<file path="config.mk">
export PLATFORM = sky130hd
export DESIGN_NAME = fetch_unit_flat
export DESIGN_NICKNAME = d
export VERILOG_FILES = /design/src/rtl/fetch_unit_if.sv /design/src/rtl/fetch_unit.sv /design/src/flat_wrapper.sv
export SDC_FILE = /design/constraint.sdc
export NUM_CORES = 1
export LEC_CHECK = 0
export CELL_PAD_IN_SITES_DETAIL_PLACEMENT = 0
export CELL_PAD_IN_SITES_GLOBAL_PLACEMENT = 1
export CORE_UTILIZATION = 40
export CTS_CLUSTER_SIZE = 25
export DETAILED_ROUTE_END_ITERATION = 6
export PLACE_DENSITY_LB_ADDON = 0.08
export SETUP_SLACK_MARGIN = 0.1
export SLEW_MARGIN = 10
export SYNTH_ARGS = -nofsm -noshare
export SYNTH_HDL_FRONTEND = slang
export SYNTH_SLANG_ARGS = --single-unit
</file>
<file path="constraint.sdc">
create_clock -name clk -period 6.71 [get_ports clk]
set_clock_uncertainty 0.2 [all_clocks]
set_input_delay 1.6775 -clock clk [delete_from_list [all_inputs] [get_ports clk]]
set_output_delay 1.6775 -clock clk [all_outputs]
set_load 0.05 [all_outputs]
</file>
<file path="src/rtl/fetch_unit_if.sv">
// fetch_unit_if: bundles the fetch unit's instruction-memory, decode and redirect signals.
//   imem_req/imem_addr/imem_ack/imem_rdata : request/ack handshake to instruction memory
//   instr_valid/instr/instr_pc/instr_ready  : instruction stream to decode (valid/ready)
//   PCSrc/PCTarget                          : redirect from controller/datapath
//   fetch_misaligned                        : misaligned-redirect halt flag, only present
//                                             when FETCH_MISALIGN_CHECK_EN is defined
// Modports: master = fetch unit side, slave = memory/decode/controller side.
interface fetch_unit_if;
    logic        imem_req;
    logic [31:0] imem_addr;
    logic        imem_ack;
    logic [31:0] imem_rdata;
    logic        instr_valid;
    logic [31:0] instr;
    logic [31:0] instr_pc;
    logic        instr_ready;
    logic        PCSrc;
    logic [31:0] PCTarget;
`ifdef FETCH_MISALIGN_CHECK_EN
    logic        fetch_misaligned;
`endif

    modport master (
        output imem_req, imem_addr, instr_valid, instr, instr_pc,
`ifdef FETCH_MISALIGN_CHECK_EN
        output fetch_misaligned,
`endif
        input  imem_ack, imem_rdata, instr_ready, PCSrc, PCTarget
    );

    modport slave (
        input  imem_req, imem_addr, instr_valid, instr, instr_pc,
`ifdef FETCH_MISALIGN_CHECK_EN
        input  fetch_misaligned,
`endif
        output imem_ack, imem_rdata, instr_ready, PCSrc, PCTarget
    );
endinterface

</file>
<file path="src/rtl/fetch_unit.sv">
// fetch_unit: instruction fetch front end.
// Owns the fetch PC, issues word fetches over a req/ack handshake, buffers returned words with
// their PCs in a FIFO_DEPTH-entry FIFO and presents the head to decode under valid/ready.
// A redirect (PCSrc) flushes the FIFO; if a request is already outstanding it is completed at
// its old address and its word dropped (DROP state) before fetching resumes at the target.
// Ports:
//   clk   : clock, rising edge
//   reset : synchronous, active-high
//   bus   : fetch_unit_if.master (imem handshake, decode stream, redirect inputs)
// Optional macro FETCH_MISALIGN_CHECK_EN: a redirect that loads a non word-aligned target
// enters HALT (no requests, no valid output, fetch_misaligned=1) until reset. Without it the
// low two target bits are forced to zero.
module fetch_unit #(
    parameter logic [31:0] RESET_PC   = 32'h0000_0000,
    parameter int unsigned FIFO_DEPTH = 2
) (
    input logic          clk,
    input logic          reset,
    fetch_unit_if.master bus
);

    localparam int unsigned PW = $clog2(FIFO_DEPTH);
    localparam logic [PW:0] FULL_COUNT = (PW + 1)'(FIFO_DEPTH);

`ifdef FETCH_MISALIGN_CHECK_EN
    typedef enum logic [1:0] {RUN, DROP, HALT} state_t;
`else
    typedef enum logic [1:0] {RUN, DROP} state_t;
`endif

    state_t      state;
    logic [31:0] fpc;
    logic [31:0] pend_pc;
    logic [31:0] fifo_instr [FIFO_DEPTH];
    logic [31:0] fifo_pc    [FIFO_DEPTH];
    logic [PW-1:0] rd_ptr;
    logic [PW-1:0] wr_ptr;
    logic [PW:0]   count;

    logic        req;
    logic        xfer;
    logic        push;
    logic        pop;
    logic        valid;
    logic [31:0] target;
    logic        load_en;
    logic [31:0] load_pc;

`ifdef FETCH_MISALIGN_CHECK_EN
    logic misaligned;
    assign target = bus.PCTarget;
    assign bus.fetch_misaligned = misaligned;
`else
    assign target = {bus.PCTarget[31:2], 2'b00};
`endif

    // In DROP the outstanding request must complete even when the FIFO is full.
    always_comb begin
        req = 1'b0;
        if (!reset) begin
            unique case (state)
                RUN:     req = (count != FULL_COUNT);
                DROP:    req = 1'b1;
                default: req = 1'b0;
            endcase
        end
    end

    assign xfer  = req && bus.imem_ack;
    assign valid = !reset && (count != '0) && (state == RUN || state == DROP);
    assign push  = (state == RUN) && xfer && !bus.PCSrc;
    assign pop   = valid && bus.instr_ready;

    // fpc loads: immediate redirect in RUN, or completion of the dropped request in DROP.
    always_comb begin
        load_en = 1'b0;
        load_pc = target;
        unique case (state)
            RUN: load_en = bus.PCSrc && (xfer || !req);
            DROP: begin
                load_en = xfer;
                load_pc = bus.PCSrc ? target : pend_pc;
            end
            default: load_en = 1'b0;
        endcase
    end

    always_ff @(posedge clk) begin
        if (reset) begin
            state   <= RUN;
            fpc     <= RESET_PC;
            pend_pc <= RESET_PC;
            rd_ptr  <= '0;
            wr_ptr  <= '0;
            count   <= '0;
`ifdef FETCH_MISALIGN_CHECK_EN
            misaligned <= 1'b0;
`endif
        end else begin
            // FIFO bookkeeping; a redirect flush overrides any pop in the same cycle.
            if (bus.PCSrc) begin
                rd_ptr <= '0;
                wr_ptr <= '0;
                count  <= '0;
            end else begin
                if (push) wr_ptr <= wr_ptr + 1'b1;
                if (pop)  rd_ptr <= rd_ptr + 1'b1;
                case ({push, pop})
                    2'b10:   count <= count + 1'b1;
                    2'b01:   count <= count - 1'b1;
                    default: count <= count;
                endcase
            end

            if (load_en) begin
                fpc   <= load_pc;
                state <= RUN;
`ifdef FETCH_MISALIGN_CHECK_EN
                if (load_pc[1:0] != 2'b00) begin
                    state      <= HALT;
                    misaligned <= 1'b1;
                end
`endif
            end else begin
                unique case (state)
                    RUN: begin
                        if (bus.PCSrc) begin
                            pend_pc <= target;
                            state   <= DROP;
                        end else if (xfer) begin
                            fpc <= fpc + 32'd4;
                        end
                    end
                    DROP: begin
                        if (bus.PCSrc) pend_pc <= target;
                    end
                    default: ;
                endcase
            end
        end
    end

    // Storage needs no reset: entries are only observed when count says they are valid.
    always_ff @(posedge clk) begin
        if (push) begin
            fifo_instr[wr_ptr] <= bus.imem_rdata;
            fifo_pc[wr_ptr]    <= fpc;
        end
    end

    assign bus.imem_req    = req;
    assign bus.imem_addr   = fpc;
    assign bus.instr_valid = valid;
    assign bus.instr       = fifo_instr[rd_ptr];
    assign bus.instr_pc    = fifo_pc[rd_ptr];

endmodule

</file>
<file path="src/flat_wrapper.sv">
// flat-port wrapper written by rule: the top's interface ports become plain ports
module fetch_unit_flat 
#(
    parameter logic [31:0] RESET_PC   = 32'h0000_0000,
    parameter int unsigned FIFO_DEPTH = 2
)
  (clk, reset, bus_imem_req, bus_imem_addr, bus_instr_valid, bus_instr, bus_instr_pc, bus_imem_ack, bus_imem_rdata, bus_instr_ready, bus_PCSrc, bus_PCTarget);
  fetch_unit_if bus_i ();
  input logic clk;
  input logic reset;
  output wire logic [$bits(bus_i.imem_req)-1:0] bus_imem_req;
  output wire logic [$bits(bus_i.imem_addr)-1:0] bus_imem_addr;
  output wire logic [$bits(bus_i.instr_valid)-1:0] bus_instr_valid;
  output wire logic [$bits(bus_i.instr)-1:0] bus_instr;
  output wire logic [$bits(bus_i.instr_pc)-1:0] bus_instr_pc;
  input wire logic [$bits(bus_i.imem_ack)-1:0] bus_imem_ack;
  input wire logic [$bits(bus_i.imem_rdata)-1:0] bus_imem_rdata;
  input wire logic [$bits(bus_i.instr_ready)-1:0] bus_instr_ready;
  input wire logic [$bits(bus_i.PCSrc)-1:0] bus_PCSrc;
  input wire logic [$bits(bus_i.PCTarget)-1:0] bus_PCTarget;
  assign bus_imem_req = bus_i.imem_req;
  assign bus_imem_addr = bus_i.imem_addr;
  assign bus_instr_valid = bus_i.instr_valid;
  assign bus_instr = bus_i.instr;
  assign bus_instr_pc = bus_i.instr_pc;
  assign bus_i.imem_ack = bus_imem_ack;
  assign bus_i.imem_rdata = bus_imem_rdata;
  assign bus_i.instr_ready = bus_instr_ready;
  assign bus_i.PCSrc = bus_PCSrc;
  assign bus_i.PCTarget = bus_PCTarget;
  fetch_unit #(.RESET_PC(RESET_PC), .FIFO_DEPTH(FIFO_DEPTH)) u_core (.clk(clk), .reset(reset), .bus(bus_i));
endmodule
</file>
==> metrics.md, run 1 <==
| Metric | Value |
|---|---|
| Worst path cell trace | buf_2, nor2_1, clkdlybuf4s50_1 |
| Hold crit path type | reg2reg |
| Area grow syn2layout | 29.20% |
| Hold_buf cts | 0 |
| Worst path slowest cell | clkdlybuf4s50_1 |
| Fin. max-slew vios | 0 |
| Measured slew at the worst slew-check pin | 1.242 ns |
| WP buf/inv | 2 |
| Worst skew pair latency | 0.43 ns |
| Critical path's largest stage delay | 0.74 ns |
| CTS buffer count | 17 |
| Reg2reg end | u_core.bus.imem_addr[7] |
| Ant diodes | 0 |
| Die ar. | 21620 sq um |
| Clock power share | 36.7% |
| Clock buffer depth | 2 |
| Post-CTS sizing | 0 |
| Die H | 147.1 um |
| Syn nets | 755 |
| Drt first pass iters | 5 |
| Final period utilization | 74.30% |
| FF-to-FF setup slack | 3.59 ns |
| Sw frac | 27.29% |
| VDD IR max | 180.0 uV |
| Rows | 52 |
| Setup WS pre-CTS | 1.531 ns |
| Worst r2r path cells | 5 |
| RR Startpoint | u_core.count[0] |
| Depth of the CTS H-tree | 4 |
| Routed Antenna Nets | 0 |
| Cell Pwr Density | 254.2 nW/um^2 |
| Leading cell type by number of instances after synthesis | edfxtp_1 |
| Main synth FF type | edfxtp_1 |
| Share of power burned in registers | 50.4% |
| Initial antenna violation count | 0 |
| Number of synthesized flops with an enable pin | 128 |
| P_int | 0.002009 W |
| WP data arrival | 3.11 ns |
| Total grt overflow | 0 |
| Unrepaired setup endpoints after global routing | no |
| Switching power | 0.0007543 W |
| Routed len/inst | 18.57 um |
| CP Class | in2out |
| Core ar. | 20430 sq um |
| DR vias | 6056 |
| Number of DRC markers in iteration 0 | 374 |
| Top post-synthesis cells by count | 128 x edfxtp_1, 88 x nand2_1, 76 x mux2_2, 70 x dfxtp_1, 46 x a21oi_1 |
| Cell count along the critical path | 3 |
| Sequential area share after synthesis | 62.33% |
| CP Capture Type | primary output |
| # Post-CTS Setup Buffers | 0 |
| Drt total wl | 20680 um |
| Status | finished, final reports clean |
| Final setup violation count | 0 |
| Req. time, crit path | 4.83 ns |
| Final WS setup | 1.724 ns |
| Synthesized area per cell | 12.30 sq um |
| GRT Resource Usage Total | 19.12% |
| Logic gate share of total power | 12.9% |
| CTS tree | yes |
| I/O pin cnt | 167 |
| IO buf count | 164 |
| Clock Sinks | 198 |
| Async SR Flop Fraction | 0% |
| Die width | 147.1 um |
| Yosys warns | 0 |
| Vias in the first global route | 5845 |
| Cell taking the most area after synthesis | edfxtp_1 |
| Leakage power | 3.603 nW |
| Area of the mapped netlist | 8416 sq um |
| Final net count | 902 |
| Root Buffer | clkbuf_16 |
| CP Max Fanout | 30 |
| Pin count of the biggest net entering global routing | 65 |
| DPL Wire Length | 13550 um |
| Fraction of layout cells with a size suffix above 1 | 15.64% |
| Post-Syn Instances | 684 |
| Final hold violations | 0 |
| Routability congestion estimate | 0.7983 |
| Synth top area share | 45.67% |
| First-pass GRT wire length | 32000 um |
| Crit path max-delay family | buffers and inverters |
| Initial Utilization | 41.19% |
| Relative slew margins | 17.21% |
| DRC errors left | 0 |
| Via-to-Cell Ratio | 5.436 |
| Max Cap Violations | 0 |
| Post-route setup TNS | 0 ns |
| Fmax | 200.6 MHz |
| Number of synthesized register bits | 198 |
| Fin crit period | 4.986 ns |
| Synth unique cells | 61 |
| Fill cells | 1783 |
| CTS clock-pin slew for the worst setup and hold paths | 0.07 ns |
| Critical path endpoint | bus_instr_valid |
| Startpoint Class | input port |
| Dominant cells by area after synthesis | edfxtp_1 46%, dfxtp_1 17%, mux2_2 10%, nand2_1 3.9%, a21oi_1 2.7% |
| Crit path launch | reset |
[tightest hold or removal path: cells and delay by family, from the launching register on]
kind               cells  cell delay, ns
and+or+nand+nor        1            0.05
DFF                    1            0.31
AOI/OAI and AO/OA      1            0.05
[flip-flops by register name (all words and copies together) (netlist names), named ones only]
| name | flops |
|---|---|
| u_core.wr_ptr | 1 |
| u_core.count | 2 |
| u_core.fifo_pc | 64 |
| u_core.pend_pc | 32 |
| u_core.bus.imem_addr | 32 |
| u_core.rd_ptr | 1 |
| u_core.fifo_instr | 64 |
| u_core.state | 1 |
[power groups by stage]
stage / clock network [W] / registers (W) / logic (W)
floorplan: 0 / 0.00146 / 0.000163
global placement: 0 / 0.00142 / 0.000351
detailed placement: 0 / 0.00142 / 0.000357
CTS: 0.00104 / 0.00139 / 0.000358
global route: 0.00109 / 0.00140 / 0.000377
finish: 0.00101 / 0.00139 / 0.000357
[placed cells by master, fill, tap and decap left out, types with 13 or more instances in the layout]
cell,synthesis,routed
clkdlybuf4s50_1,0,163
edfxtp_1,128,128
nand2_1,88,88
mux2_2,76,76
dfxtp_1,70,69
a21oi_1,46,46
nor2_1,27,24
nand3_1,20,20
nor3_1,17,17
clkbuf_16,0,17
a22oi_1,14,14
nand4_1,14,14
o211ai_1,14,14
mux2i_1,13,13
[per-stage QoR]
| stage | total power [W] | hold WS (ns) | instance area, sq um | instances | util [%] |
|---|---|---|---|---|---|
| floorplan | 0.001624 | 0.2320 | 8416 | 684 | - |
| global placement | 0.001768 | 0.2389 | 10290 | 1082 | 50.36 |
| detailed placement | 0.001777 | 0.2442 | 10290 | 1082 | 50.36 |
| CTS | 0.002790 | 0.2547 | 10870 | 1114 | 53.22 |
| global route | 0.002866 | 0.2783 | 10870 | 1114 | 53.22 |
| finish | 0.002764 | 0.2518 | 10870 | 1114 | 53.22 |
[area by class of cell]
class	count	area, sq um	area share [%]
repair buffers	171	1702	15.65
inverters	11	41.29	0.3797
multi-input cells	432	2962	27.24
flip-flops and latches	198	5246	48.25
clock buffers	18	429.2	3.947
well taps	270	337.8	3.107
clock inverters	14	155.1	1.427
[cells by family (layout without fill, tap and decap cells)]
kind of cell	after synthesis	count (layout)	synth area share, %
simple gates	211	211	12.61
flops	198	198	62.33
compound gates	124	124	9.694
mux	89	89	11.72
buf+inv	54	214	2.736
xor+xnor	6	6	0.6244
fa+ha+maj	2	2	0.2973
[metal layers]
layer | vias to the layer above | part of all wire [%] | track usage (%)
met1 | 2906 | 47 | 26.88
met2 | 246 | 45 | 29.25
met5 | - | 0 | 0
met3 | 32 | 5.8 | 3.571
met4 | 0 | 2.2 | 7.371
li1 | 2872 | - | -
[how the worst min path moves through the flow]
stage                  startpoint            endpoint  slack, ns  depth (start not counted)
6_report       u_core.pend_pc[13]  u_core.pend_pc[13]       0.25                          2
4_1_cts        u_core.pend_pc[13]  u_core.pend_pc[13]       0.25                          2
5_1_grt        u_core.pend_pc[29]  u_core.pend_pc[29]       0.28                          2
3_3_place_gp   u_core.pend_pc[28]  u_core.pend_pc[28]       0.24                          2
2_1_floorplan  u_core.pend_pc[13]  u_core.pend_pc[13]       0.23                          2
3_5_place_dp   u_core.pend_pc[13]  u_core.pend_pc[13]       0.24                          2
No activity file was read; power rests on OpenSTA's default activity.
==> inputs of run 2 (changes only) <==
Clock period 6.71 ns to 4.8 ns, I/O delays scaled along.
==> run 2 against run 1 <==
Compared with the run above: via count fell by 0.51%; final cell count rose by 0.54%; first-iteration DRC count rose by 17%; critical path depth did not move; sequential cell count did not move; sequential power rose by 40%; die area did not move; clock power rose by 43%; setup slack got worse by 0.95 ns; combinational power rose by 41%; power rose by 41%; highest routed layer unchanged.
==> metrics.md, run 2 (synthesis gave the netlist of run 1 again) <==
| Metric | Value |
|---|---|
| Status | finished, final reports clean |
| Routed len/inst | 18.28 um |
| Routability congestion estimate | 0.7961 |
| GRT Resource Usage Total | 18.96% |
| Final net count | 909 |
| Switching power | 0.001041 W |
| Area grow syn2layout | 30.21% |
| Post-CTS sizing | 0 |
| Most frequent cells in the layout | 163 x clkdlybuf4s50_1, 128 x edfxtp_1, 88 x nand2_1 |
| WP data arrival | 2.63 ns |
| Final period utilization | 83.86% |
| Number of DRC markers in iteration 0 | 438 |
| # Post-CTS Setup Buffers | 0 |
| Req. time, crit path | 3.40 ns |
| Rows | 52 |
| Fmax | 248.4 MHz |
| Setup WS pre-CTS | 0.7544 ns |
| DRC errors left | 0 |
| Cells after DPL | 1089 |
| Pin count of the biggest net entering global routing | 65 |
| Ant diodes | 0 |
| Die H | 147.1 um |
| CTS buffer count | 17 |
| Die width | 147.1 um |
| DPL Wire Length | 13650 um |
| Post-route setup TNS | 0 ns |
| Clock buffer depth | 2 |
| CP Max Fanout | 41 |
| Root Buffer | clkbuf_16 |
| Fin. max-slew vios | 0 |
| Total grt overflow | 0 |
| Leakage power | 3.640 nW |
| I/O pin cnt | 167 |
| Initial antenna violation count | 0 |
| Startpoint Class | flop |
| Clock Sinks | 198 |
| Commonest non-fill, non-tap cell in the layout | clkdlybuf4s50_1 |
| Vias in the first global route | 5738 |
| CP Capture Type | primary output |
| P_int | 0.002851 W |
| Final core occ | 53.64% |
| Relative slew margins | 44.63% |
| Unrepaired setup endpoints after global routing | no |
| Cell Pwr Density | 355.1 nW/um^2 |
| Hold crit path type | reg2reg |
| Drt first pass iters | 5 |
| CTS tree | yes |
| Logic gate share of total power | 12.9% |
| Final setup violation count | 0 |
| Measured slew at the worst slew-check pin | 0.8260 ns |
| Sw frac | 26.74% |
| Clock power share | 37.1% |
| Non-Filler Instances | 1120 |
| Depth of the CTS H-tree | 4 |
| Routed Antenna Nets | 0 |
| Top flop regs | u_core.fifo_instr x64, u_core.fifo_pc x64 |
| Max Cap Violations | 0 |
| Hold_buf cts | 0 |
| Final hold violations | 0 |
| Share of power burned in registers | 50.1% |
| Final WS setup | 0.7745 ns |
| CP Class | reg2out |
| Fin crit period | 4.026 ns |
| VDD IR max | 228.0 uV |
| Drt total wl | 20480 um |
| Die ar. | 21620 sq um |
| Fraction of layout cells with a size suffix above 1 | 16.24% |
| IO buf count | 164 |
| Initial Utilization | 41.19% |
| First-pass GRT wire length | 31560 um |
| DR vias | 6025 |
| Core ar. | 20430 sq um |
| CTS clock-pin slew for the worst setup and hold paths | 0.07 ns |
| Via-to-Cell Ratio | 5.379 |
| Worst skew pair latency | 0.44 ns |
[run 2: power by group through the flow]
stage / combinational (W) / clock [W] / sequential, W
final: 0.000502 / 0.00144 / 0.00195
after global routing: 0.000534 / 0.00154 / 0.00196
after CTS: 0.000505 / 0.00147 / 0.00195
after detailed placement: 0.000503 / 0 / 0.00199
after global placement: 0.000496 / 0 / 0.00198
after floorplan: 0.000228 / 0 / 0.00204
[run 2: worst paths after layout]
path	from	endpoint	slack [ns]	depth (start not counted)
hold / removal	u_core.pend_pc[17]	u_core.pend_pc[17]	0.25	2
hold reg to reg	u_core.pend_pc[17]	u_core.pend_pc[17]	0.25	2
setup / recovery	flop	bus_instr_pc[17]	0.77	3
setup reg to reg	u_core.state[0]	u_core.bus.imem_addr[27]	2.11	5
[run 2: layer usage]
metal / share of wire (%) / vias to the layer above / track usage [%]
li1: - / 2879 / -
met1: 46 / 2908 / 26.14
met2: 46 / 222 / 29.34
met3: 6.7 / 16 / 4.534
met4: 1.2 / 0 / 6.289
met5: 0 / - / 0
[run 2: cell type report]
cell class                      instances  area (sq um)
Clock buffer                           17         425.4
Sequential cell                       198          5246
Fill cell                            1745          9472
Timing Repair Buffer                  178          1779
Inverter                               11         41.29
Clock inverter                         14         168.9
Multi-Input combinational cell        432          2959
Tap cell                              270         337.8
[run 2: worst max-delay path, cell delays in order, from the launching register on]
cell and delay (ns):
dfxtp_2 0.74, buf_12 0.33, mux2_2 0.37, clkdlybuf4s50_1 0.73
[run 2: per-stage QoR]
step	cell area, sq um	power [W]	hold WS, ns
2_1_floorplan	8421	0.002270	0.2320
3_3_place_gp	10360	0.002476	0.2390
3_5_place_dp	10360	0.002488	0.2458
4_1_cts	10960	0.003924	0.2564
5_1_grt	10960	0.004029	0.2698
6_report	10960	0.003892	0.2541
==> inputs of run 3 (changes only) <==
Settings changed: CORE_UTILIZATION 40 to 37.
Clock period 4.8 ns to 3.5 ns, I/O delays scaled along.
==> run 3 against run 2 <==
Compared with the run above: the run now ends with design-rule violations left; final area increased by 1.3%; setup slack lost 0.58 ns; clock-buffer cell count did not move; final cell count grew 2.3%; register-to-register slack worse by 1.2 ns; largest cell class unchanged; largest power group unchanged.
==> metrics.md, run 3 (synthesis gave the netlist of run 1 again) <==
| Metric | Value |
|---|---|
| Ant diodes | 0 |
| Crit path max-delay family | buffers and inverters |
| Fmax | 302.9 MHz |
| Final period utilization | 94.33% |
| GRT Resource Usage Total | 18.64% |
| Switching power | 0.001472 W |
| Failing checks | design-rule violations |
| Leakage power | 3.727 nW |
| Via-to-Cell Ratio | 5.280 |
| CTS buffer count | 17 |
| DPL Wire Length | 14420 um |
| Fin. max-slew vios | 0 |
| Design Power | 0.005349 W |
| Die width | 152.8 um |
| WHS Path Cells | 2 |
| IO buf count | 164 |
| CP Max Fanout | 64 |
| Area grow syn2layout | 31.97% |
| Most frequent cells in the layout | 161 x clkdlybuf4s50_1, 128 x edfxtp_1, 88 x nand2_1 |
| Number of DRC markers in iteration 0 | 525 |
| Worst r2r path cells | 6 |
| P_int | 0.003876 W |
| Top flop regs | u_core.fifo_instr x64, u_core.fifo_pc x64 |
| Worst path cell trace | buf_12, mux2_2, clkdlybuf4s50_1 |
| Startpoint Class | flop |
| Final setup violation count | 0 |
| Pin count of the biggest net entering global routing | 65 |
| Setup WS pre-CTS | 0.2695 ns |
| Unrepaired setup endpoints after global routing | no |
| Fin crit period | 3.302 ns |
| Die H | 152.8 um |
| Final net count | 924 |
| Fraction of layout cells with a size suffix above 1 | 18.01% |
| Depth of the CTS H-tree | 4 |
| Cell count along the critical path | 3 |
| VDD IR max | 290.9 uV |
| Sw frac | 27.53% |
| Initial Utilization | 38.09% |
| Die ar. | 23350 sq um |
| Hold_buf cts | 0 |
| Worst path slowest cell | clkdlybuf4s50_1 |
| Initial antenna violation count | 0 |
| Max Cap Violations | 0 |
| Routed len/inst | 18.43 um |
| CP Class | reg2out |
| Final hold violations | 0 |
| DRC errors left | 15 |
| Core ar. | 22090 sq um |
| WP data arrival | 2.23 ns |
| Hold slack final | 0.2522 ns |
| Drt total wl | 21120 um |
| Req. time, crit path | 2.42 ns |
| Routability congestion estimate | 0.8081 |
| Clock Sinks | 198 |
| Commonest non-fill, non-tap cell in the layout | clkdlybuf4s50_1 |
| Measured slew at the worst slew-check pin | 0.8760 ns |
| Final WS setup | 0.1983 ns |
| Clock power share | 36.9% |
| Rows | 54 |
| WP buf/inv | 2 |
| Critical path's largest stage delay | 0.75 ns |
| Total grt overflow | 0 |
| Routed Antenna Nets | 0 |
| Hold crit path type | reg2reg |
| DR vias | 6051 |
| Root Buffer | clkbuf_16 |
| Drt first pass iters | 7 |
| Vias in the first global route | 5952 |
| Relative slew margins | 41.59% |
| CP Capture Type | primary output |
| Share of power burned in registers | 49.9% |
| Worst skew pair latency | 0.44 ns |
| Fill cells | 1926 |
| Status | finished, violations left |
| Cell Pwr Density | 481.6 nW/um^2 |
| CTS clock-pin slew for the worst setup and hold paths | 0.08 ns |
| I/O pin cnt | 167 |
| Logic gate share of total power | 13.2% |
| First-pass GRT wire length | 33520 um |
| Clock buffer depth | 2 |
| # Post-CTS Setup Buffers | 0 |
| CTS tree | yes |
| Post-CTS sizing | 0 |
[run 3: final cells by class]
type	instances	area (sq um)	area share (%)
inverters	11	41.29	0.3718
repair buffers	193	1912	17.21
flip-flops and latches	198	5246	47.24
multi-input cells	432	2959	26.64
well taps	280	350.3	3.155
clock buffers	17	425.4	3.831
clock inverters	15	171.4	1.543
[run 3: path summary, 6_finish.rpt]
kind                            from                        to  slack (ns)
min reg2reg       u_core.pend_pc[23]        u_core.pend_pc[23]        0.25
min               u_core.pend_pc[23]        u_core.pend_pc[23]        0.25
max                             flop          bus_instr_pc[17]        0.20
max reg2reg  u_core.bus.imem_addr[2]  u_core.bus.imem_addr[28]        0.89
[run 3: power groups by stage]
stage,logic [W],clock network [W],registers [W]
after floorplan,0.000312,0,0.00280
after global placement,0.000700,0,0.00272
after detailed placement,0.000708,0,0.00272
after CTS,0.000710,0.00202,0.00267
after global routing,0.000751,0.00213,0.00268
final,0.000707,0.00197,0.00267
[run 3: per-stage QoR]
step / util (%) / instance area, sq um / TNS (ns) / instances
floorplan: - / 8421 / -63.28 / 684
global placement: 47.56 / 10510 / 0 / 1114
detailed placement: 47.56 / 10510 / 0 / 1114
CTS: 50.27 / 11110 / 0 / 1146
global route: 50.27 / 11110 / 0 / 1146
finish: 50.27 / 11110 / 0 / 1146
[run 3: worst min-delay path, cell delays in order, from the launching register on]
cell     delay, ns
dfxtp_1       0.31
nand2_1       0.05
a21oi_1       0.05
[run 3: metal layers]
metal  track usage (%)  vias up  part of all wire (%)
li1                  -     2923                     -
met2             29.95      198                    47
met5                 0        -                     0
met4             5.051        0                   1.0
met1             25.34     2910                    46
met3             4.196       20                   6.1
